==> src/rtl/hamming_scrub_ctrl.sv <==
// ============================================================================
// hamming_scrub_ctrl
// ----------------------------------------------------------------------------
// Eight-entry store of Hamming(7,4) codewords with host read/write access,
// single-bit correction on every read, write-back of corrected codewords,
// periodic background scrubbing and an error-injection port.
//
// Ports
//   clk        : single clock, all state changes on the rising edge
//   rst_n      : synchronous active-low reset
//   req_valid  : host request present
//   req_ready  : high in IDLE when no scrub is pending
//   req_we     : 1 = write, 0 = read
//   req_addr   : entry index 0..7
//   req_wdata  : 4-bit write data
//   rsp_valid  : one-cycle read-response strobe (latency 2 from accept)
//   rsp_rdata  : corrected read data
//   rsp_err    : 00 clean, 01 data bit corrected, 10 parity bit corrected
//   scrub_en   : enables background scrubbing
//   inj_valid  : error-injection strobe
//   inj_addr   : entry index to corrupt
//   inj_mask   : XOR mask applied to the stored codeword
//   err_count  : saturating count of corrected events
// ============================================================================
module hamming_scrub_ctrl #(
   parameter int unsigned SCRUB_INTERVAL = 16
) (
   input  logic       clk,
   input  logic       rst_n,
   input  logic       req_valid,
   output logic       req_ready,
   input  logic       req_we,
   input  logic [2:0] req_addr,
   input  logic [3:0] req_wdata,
   output logic       rsp_valid,
   output logic [3:0] rsp_rdata,
   output logic [1:0] rsp_err,
   input  logic       scrub_en,
   input  logic       inj_valid,
   input  logic [2:0] inj_addr,
   input  logic [6:0] inj_mask,
   output logic [7:0] err_count
);

   typedef enum logic [1:0] {
      IDLE    = 2'd0,
      HOST_RD = 2'd1,
      SCRUB   = 2'd2
   } state_e;

   localparam logic [7:0] CNT_LAST = 8'(SCRUB_INTERVAL - 1);

   // Codeword layout: c[6:4]=d[3:1], c[2]=d[0], parity at c[0], c[1], c[3].
   function automatic logic [6:0] encode(input logic [3:0] d);
      logic [6:0] c;
      c    = 7'd0;
      c[6] = d[3];
      c[5] = d[2];
      c[4] = d[1];
      c[2] = d[0];
      c[0] = c[6] ^ c[4] ^ c[2];
      c[1] = c[6] ^ c[5] ^ c[2];
      c[3] = c[6] ^ c[5] ^ c[4];
      return c;
   endfunction

   function automatic logic [2:0] syndrome(input logic [6:0] c);
      return {c[3] ^ c[6] ^ c[5] ^ c[4],
              c[1] ^ c[6] ^ c[5] ^ c[2],
              c[0] ^ c[6] ^ c[4] ^ c[2]};
   endfunction

   // A non-zero syndrome names the flipped bit as (s-1).
   function automatic logic [6:0] fix_cw(input logic [6:0] c, input logic [2:0] s);
      logic [6:0] flip;
      flip = 7'd0;
      if (s != 3'd0) begin
         flip[s - 3'd1] = 1'b1;
      end else begin
         flip = 7'd0;
      end
      return c ^ flip;
   endfunction

   function automatic logic [3:0] cw_data(input logic [6:0] c);
      return {c[6], c[5], c[4], c[2]};
   endfunction

   // Syndromes 3,5,6,7 point at data bits, 1,2,4 at parity bits.
   function automatic logic [1:0] err_code(input logic [2:0] s);
      logic [1:0] e;
      case (s)
         3'd0:                e = 2'b00;
         3'd1, 3'd2, 3'd4:    e = 2'b10;
         default:             e = 2'b01;
      endcase
      return e;
   endfunction

   state_e     state_q, state_d;
   logic [2:0] rd_addr_q, rd_addr_d;
   logic [2:0] scrub_ptr_q, scrub_ptr_d;
   logic [7:0] scrub_cnt_q, scrub_cnt_d;
   logic       pending_q, pending_d;
   logic [7:0] err_count_q, err_count_d;
   logic       rsp_valid_q, rsp_valid_d;
   logic [3:0] rsp_rdata_q, rsp_rdata_d;
   logic [1:0] rsp_err_q, rsp_err_d;
   logic [6:0] mem_q [8];
   logic [6:0] mem_d [8];

   logic [2:0] dec_addr_s;
   logic [6:0] dec_cw_s;
   logic [2:0] dec_syn_s;
   logic [6:0] dec_fix_s;
   logic       wr_en_s;
   logic [2:0] wr_addr_s;
   logic [6:0] wr_cw_s;
   logic       pend_set_s;
   logic       pend_clr_s;
   logic       cnt_inc_s;

   assign req_ready = (state_q == IDLE) && !pending_q;
   assign rsp_valid = rsp_valid_q;
   assign rsp_rdata = rsp_rdata_q;
   assign rsp_err   = rsp_err_q;
   assign err_count = err_count_q;

   // Shared decoder: scrub reads the scrub pointer, host reads the latched address.
   always_comb begin
      if (state_q == SCRUB) begin
         dec_addr_s = scrub_ptr_q;
      end else begin
         dec_addr_s = rd_addr_q;
      end
      dec_cw_s  = mem_q[dec_addr_s];
      dec_syn_s = syndrome(dec_cw_s);
      dec_fix_s = fix_cw(dec_cw_s, dec_syn_s);
   end

   // FSM next state, host/scrub write port and response fields.
   always_comb begin
      state_d     = state_q;
      rd_addr_d   = rd_addr_q;
      scrub_ptr_d = scrub_ptr_q;
      rsp_valid_d = 1'b0;
      rsp_rdata_d = rsp_rdata_q;
      rsp_err_d   = rsp_err_q;
      wr_en_s     = 1'b0;
      wr_addr_s   = req_addr;
      wr_cw_s     = encode(req_wdata);
      pend_clr_s  = 1'b0;
      cnt_inc_s   = 1'b0;
      case (state_q)
         IDLE: begin
            // A pending scrub wins over a simultaneous host request.
            if (pending_q) begin
               state_d = SCRUB;
            end else if (req_valid) begin
               if (req_we) begin
                  wr_en_s = 1'b1;
               end else begin
                  state_d   = HOST_RD;
                  rd_addr_d = req_addr;
               end
            end else begin
               state_d = IDLE;
            end
         end
         HOST_RD: begin
            state_d     = IDLE;
            rsp_valid_d = 1'b1;
            rsp_rdata_d = cw_data(dec_fix_s);
            rsp_err_d   = err_code(dec_syn_s);
            wr_addr_s   = rd_addr_q;
            wr_cw_s     = dec_fix_s;
            wr_en_s     = (dec_syn_s != 3'd0);
            cnt_inc_s   = (dec_syn_s != 3'd0);
         end
         SCRUB: begin
            state_d     = IDLE;
            pend_clr_s  = 1'b1;
            scrub_ptr_d = scrub_ptr_q + 3'd1;
            wr_addr_s   = scrub_ptr_q;
            wr_cw_s     = dec_fix_s;
            wr_en_s     = (dec_syn_s != 3'd0);
            cnt_inc_s   = (dec_syn_s != 3'd0);
         end
         default: begin
            state_d = IDLE;
         end
      endcase
   end

   // Scrub interval counter, pending flag (a new slot wins over a clear) and error counter.
   always_comb begin
      scrub_cnt_d = scrub_cnt_q;
      pend_set_s  = 1'b0;
      if (scrub_en) begin
         if (scrub_cnt_q == CNT_LAST) begin
            scrub_cnt_d = 8'd0;
            pend_set_s  = 1'b1;
         end else begin
            scrub_cnt_d = scrub_cnt_q + 8'd1;
         end
      end else begin
         scrub_cnt_d = scrub_cnt_q;
      end

      if (pend_set_s) begin
         pending_d = 1'b1;
      end else if (pend_clr_s) begin
         pending_d = 1'b0;
      end else begin
         pending_d = pending_q;
      end

      if (cnt_inc_s && (err_count_q != 8'hFF)) begin
         err_count_d = err_count_q + 8'd1;
      end else begin
         err_count_d = err_count_q;
      end
   end

   // Memory next state: write or write-back first, injection mask on top.
   always_comb begin
      for (int i = 0; i < 8; i++) begin
         mem_d[i] = mem_q[i];
         if (wr_en_s && (wr_addr_s == 3'(i))) begin
            mem_d[i] = wr_cw_s;
         end else begin
            mem_d[i] = mem_q[i];
         end
         if (inj_valid && (inj_addr == 3'(i))) begin
            mem_d[i] = mem_d[i] ^ inj_mask;
         end else begin
            mem_d[i] = mem_d[i];
         end
      end
   end

   // State registers with synchronous active-low reset.
   always_ff @(posedge clk) begin
      if (!rst_n) begin
         state_q     <= IDLE;
         rd_addr_q   <= 3'd0;
         scrub_ptr_q <= 3'd0;
         scrub_cnt_q <= 8'd0;
         pending_q   <= 1'b0;
         err_count_q <= 8'd0;
         rsp_valid_q <= 1'b0;
         rsp_rdata_q <= 4'd0;
         rsp_err_q   <= 2'd0;
         for (int i = 0; i < 8; i++) begin
            mem_q[i] <= 7'd0;
         end
      end else begin
         state_q     <= state_d;
         rd_addr_q   <= rd_addr_d;
         scrub_ptr_q <= scrub_ptr_d;
         scrub_cnt_q <= scrub_cnt_d;
         pending_q   <= pending_d;
         err_count_q <= err_count_d;
         rsp_valid_q <= rsp_valid_d;
         rsp_rdata_q <= rsp_rdata_d;
         rsp_err_q   <= rsp_err_d;
         for (int i = 0; i < 8; i++) begin
            mem_q[i] <= mem_d[i];
         end
      end
   end

endmodule

==> config.mk <==
export PLATFORM = sky130hd
export DESIGN_NAME = hamming_scrub_ctrl
export DESIGN_NICKNAME = d
export VERILOG_FILES = /design/src/rtl/hamming_scrub_ctrl.sv
export SDC_FILE = /design/constraint.sdc
export NUM_CORES = 1
export LEC_CHECK = 0
export CORE_MARGIN = 10
export CORE_UTILIZATION = 30
export CTS_CLUSTER_DIAMETER = 30
export DETAILED_ROUTE_END_ITERATION = 6
export PLACE_DENSITY_LB_ADDON = 0.2
export SYNTH_ARGS = -nofsm -noshare
export SYNTH_HDL_FRONTEND = slang
export SYNTH_SLANG_ARGS = --single-unit
==> constraint.sdc <==
create_clock -name clk -period 6.6 [get_ports clk]
set_clock_uncertainty 0.1 [all_clocks]
set_input_delay 1.65 -clock clk [delete_from_list [all_inputs] [get_ports clk]]
set_output_delay 1.65 -clock clk [all_outputs]
set_load 0.02 [all_outputs]
==> impl_metrics.csv <==
group,metric,value,unit
floorplan,initial_core_util,30.8,%
setup_path,reg2reg_depth,16,
setup_path,criticalPathCategory,"reg -> reg",
global_route,grt_pass1_wl,47900,um
placed_design,io_buffers,38,
route,firstDrtPassIters,7,
setup_path,critPathLaunchType,"flip-flop",
clocking,insertion_delay,0.37,ns
timing,hold_violations,0,
route,drt_iter0_drc,1106,
setup_path,crit_buf_inv,1,
route,route.detailed.drc,2,
timing,tns,0,ns
timing,setup_ws,0.504,ns
min_path,worstHoldPathType,"reg -> reg",
timing,setup_viol,0,
timing,fin_crit,6.10,ns
timing,drv_slew,0,
timing,post-route-period-util,92.4,%
cells_and_area,area_growth,12.0,%
timing,worst_slew_pin_slew,1.13,ns
clocking,htreeDepth,3,
route,avgViaCountPerCell,6.43,
setup_path,worstSetupPathDepth,16,
cells_and_area,final_util,34.5,%
clocking,cts_buffers,9,
setup_path,cpPeakStageDelay,0.73,ns
placed_design,dp.final_hpwl,22500,um
placed_design,dp_slack,0.735,ns
cells_and_area,register_area,1760,um2
global_route,grt_pass1_vias,7820,
clocking,clk_pin_slew_worst_paths,0.07,ns
placed_design,gp_congestion,0.926,
synth,mappedNetlistArea,7550,um2
synth,ys_types,71,
timing,hold_slack,0.395,ns
job,drv_cap,0,
synth,async_reset_ff_share,0,%
power,p_leak,3.02,nW
synth,synth-edff-count,0,
timing,max-slew-margin-rel,24.5,%
cells_and_area,fillers,2637,
setup_path,cp_common_cell,"xnor2_1",
setup_path,critPathSlowestCell,"and2_1",
floorplan,core_area,24500,um2
timing,timing.fmax,164,MHz
synth,yosys_warnings,0,
clocking,cts_hold_buf,0,
route,wirelength,31500,um
clocking,cts.path.max_buffers,2,
cells_and_area,final_cell_mix,"nand2_1, nor2_1, dfxtp_1, a21oi_1, nor4_1",
timing,rsz0062_at_grt,"no",
clocking,cts_tree,"built",
synth,avgSynthCellArea,7.44,um2
synth,ys_seq_area_share,23.3,%
power,powerDensity,201,nW/um2
min_path,whs_path_depth,2,
route,final_antenna_net_count,0,
route,vias,8545,
cells_and_area,final_common_cell,"nand2_1",
synth,ys_ff_latch,88,
clocking,clock_sinks,88,
cells_and_area,antenna_cells,0,
global_route,grt_max_degree,45,
clocking,root_buffer,"clkbuf_16",
setup_path,path_cells,"inv_1 > ha_1 > mux2i_4 > mux4_2 > mux2i_4 > xnor2_1 > xnor2_1 > xnor2_1 > ha_1 > nand2b_1 > a21o_1 > nor3_1 > and2_1 > nand2_1 > a2111o_1 > nand2_1",
cells_and_area,multi_input_area,5350,um2
outcome,violations,"DRC",
synth,ys.flop_type,"dfxtp_1",
setup_path,required,6.81,ns
power,p_total,1.70,mW
floorplan,dieWidth,179,um
setup_path,end_kind,"flip-flop",
global_route,grt_overflow,0,
synth,syn-instance-count,1014,
floorplan,die_height,179,um
setup_path,cp_top_family,"simple AND/OR/NAND/NOR gates",
clocking,postCtsSetupBuffers,0,
floorplan,io_pins,39,
floorplan,rows,57,
global_route,track_usage,19.4,%
cells_and_area,drive_gt1_share,6.67,%
floorplan,dieArea,31900,um2
setup_path,cp_max_fo,17,
power,vdd_drop_max,0.0971,mV
outcome,status,"complete, but fails checks",
clocking,cts_resized,0,
global_route,grt_antenna_before_repair,0,
cells_and_area,finalNetCount,1033,
synth,synthesis.nets,1047,
route,wl_per_cell,23.7,um
setup_path,crit_arrival,6.31,ns
-- cells in the mapped netlist (all sizes together) (22+ instances only) --
cell	instances	area, um2
a211oi	26	195
nor4	55	344
nand2	142	533
dfxtp	88	1760
buf	28	150
o21ai	22	110
a21oi	60	300
nor2	115	434
clkbuf	56	213
a222oi	38	380
a221oi	30	263
-- power breakdown --
group          internal (mW)  total (mW)  switching (mW)
logic                  0.145       0.525           0.379
clock network          0.337       0.596           0.259
registers              0.552       0.576          0.0244
-- routing by layer --
metal	GRT usage [%]	part of all wire (%)
met4	7.48	3.5
met5	0	0
met1	26.2	43
met2	30.6	45
met3	2.75	8.6
-- flip-flops by register name, summed over array words and instances, names as in the netlist --
name,flops
rsp_rdata,4
rd_addr_q,3
pending_q,1
mem_q,56
state_q,2
scrub_ptr_q,3
err_count,8
scrub_cnt_q,8
rsp_valid,1
rsp_err,2
-- area by class of cell --
class | count | share of cell area, %
clock inverters | 7 | 1.21
well taps | 324 | 4.80
repair buffers | 59 | 6.36
clock buffers | 9 | 2.66
flip-flops and latches | 88 | 20.8
multi-input cells | 822 | 63.2
inverters | 20 | 0.888
-- cells by family after synthesis --
| kind of cell | share of synthesized area (%) |
|---|---|
| simple gates | 27.2 |
| buf+inv | 5.80 |
| xor+xnor | 3.83 |
| compound gates | 33.1 |
| mux | 5.04 |
| flops | 23.3 |
| fa+ha+maj | 1.66 |
-- final timing paths --
check	startpoint	to	slack, ns
worst max register to register	state_q[0]	mem_q[0][4]	0.50
worst min register to register	rsp_rdata[0]	rsp_rdata[0]	0.40
worst max-delay path	state_q[0]	mem_q[0][4]	0.50
worst min-delay path	rsp_rdata[0]	rsp_rdata[0]	0.40
-- stage by stage --
| stage | instance area, um2 | instances |
|---|---|---|
| after floorplan | 7550 | 1014 |
| after detailed placement | 8130 | 1313 |
| after global routing | 8450 | 1329 |
| after CTS | 8450 | 1329 |
| after global placement | 8130 | 1313 |
| final | 8450 | 1329 |
-- worst register-to-register path, cell delays in order, from the launching register on --
cell and delay, ns:
dfxtp_1 0.33, inv_1 0.10, ha_1 0.34, mux2i_4 0.62, mux4_2 0.62, mux2i_4 0.37
xnor2_1 0.16, xnor2_1 0.16, xnor2_1 0.18, ha_1 0.27, nand2b_1 0.21, a21o_1 0.25
nor3_1 0.64, and2_1 0.73, nand2_1 0.45, a2111o_1 0.48, nand2_1 0.06
(Power assumes the default switching activity.)
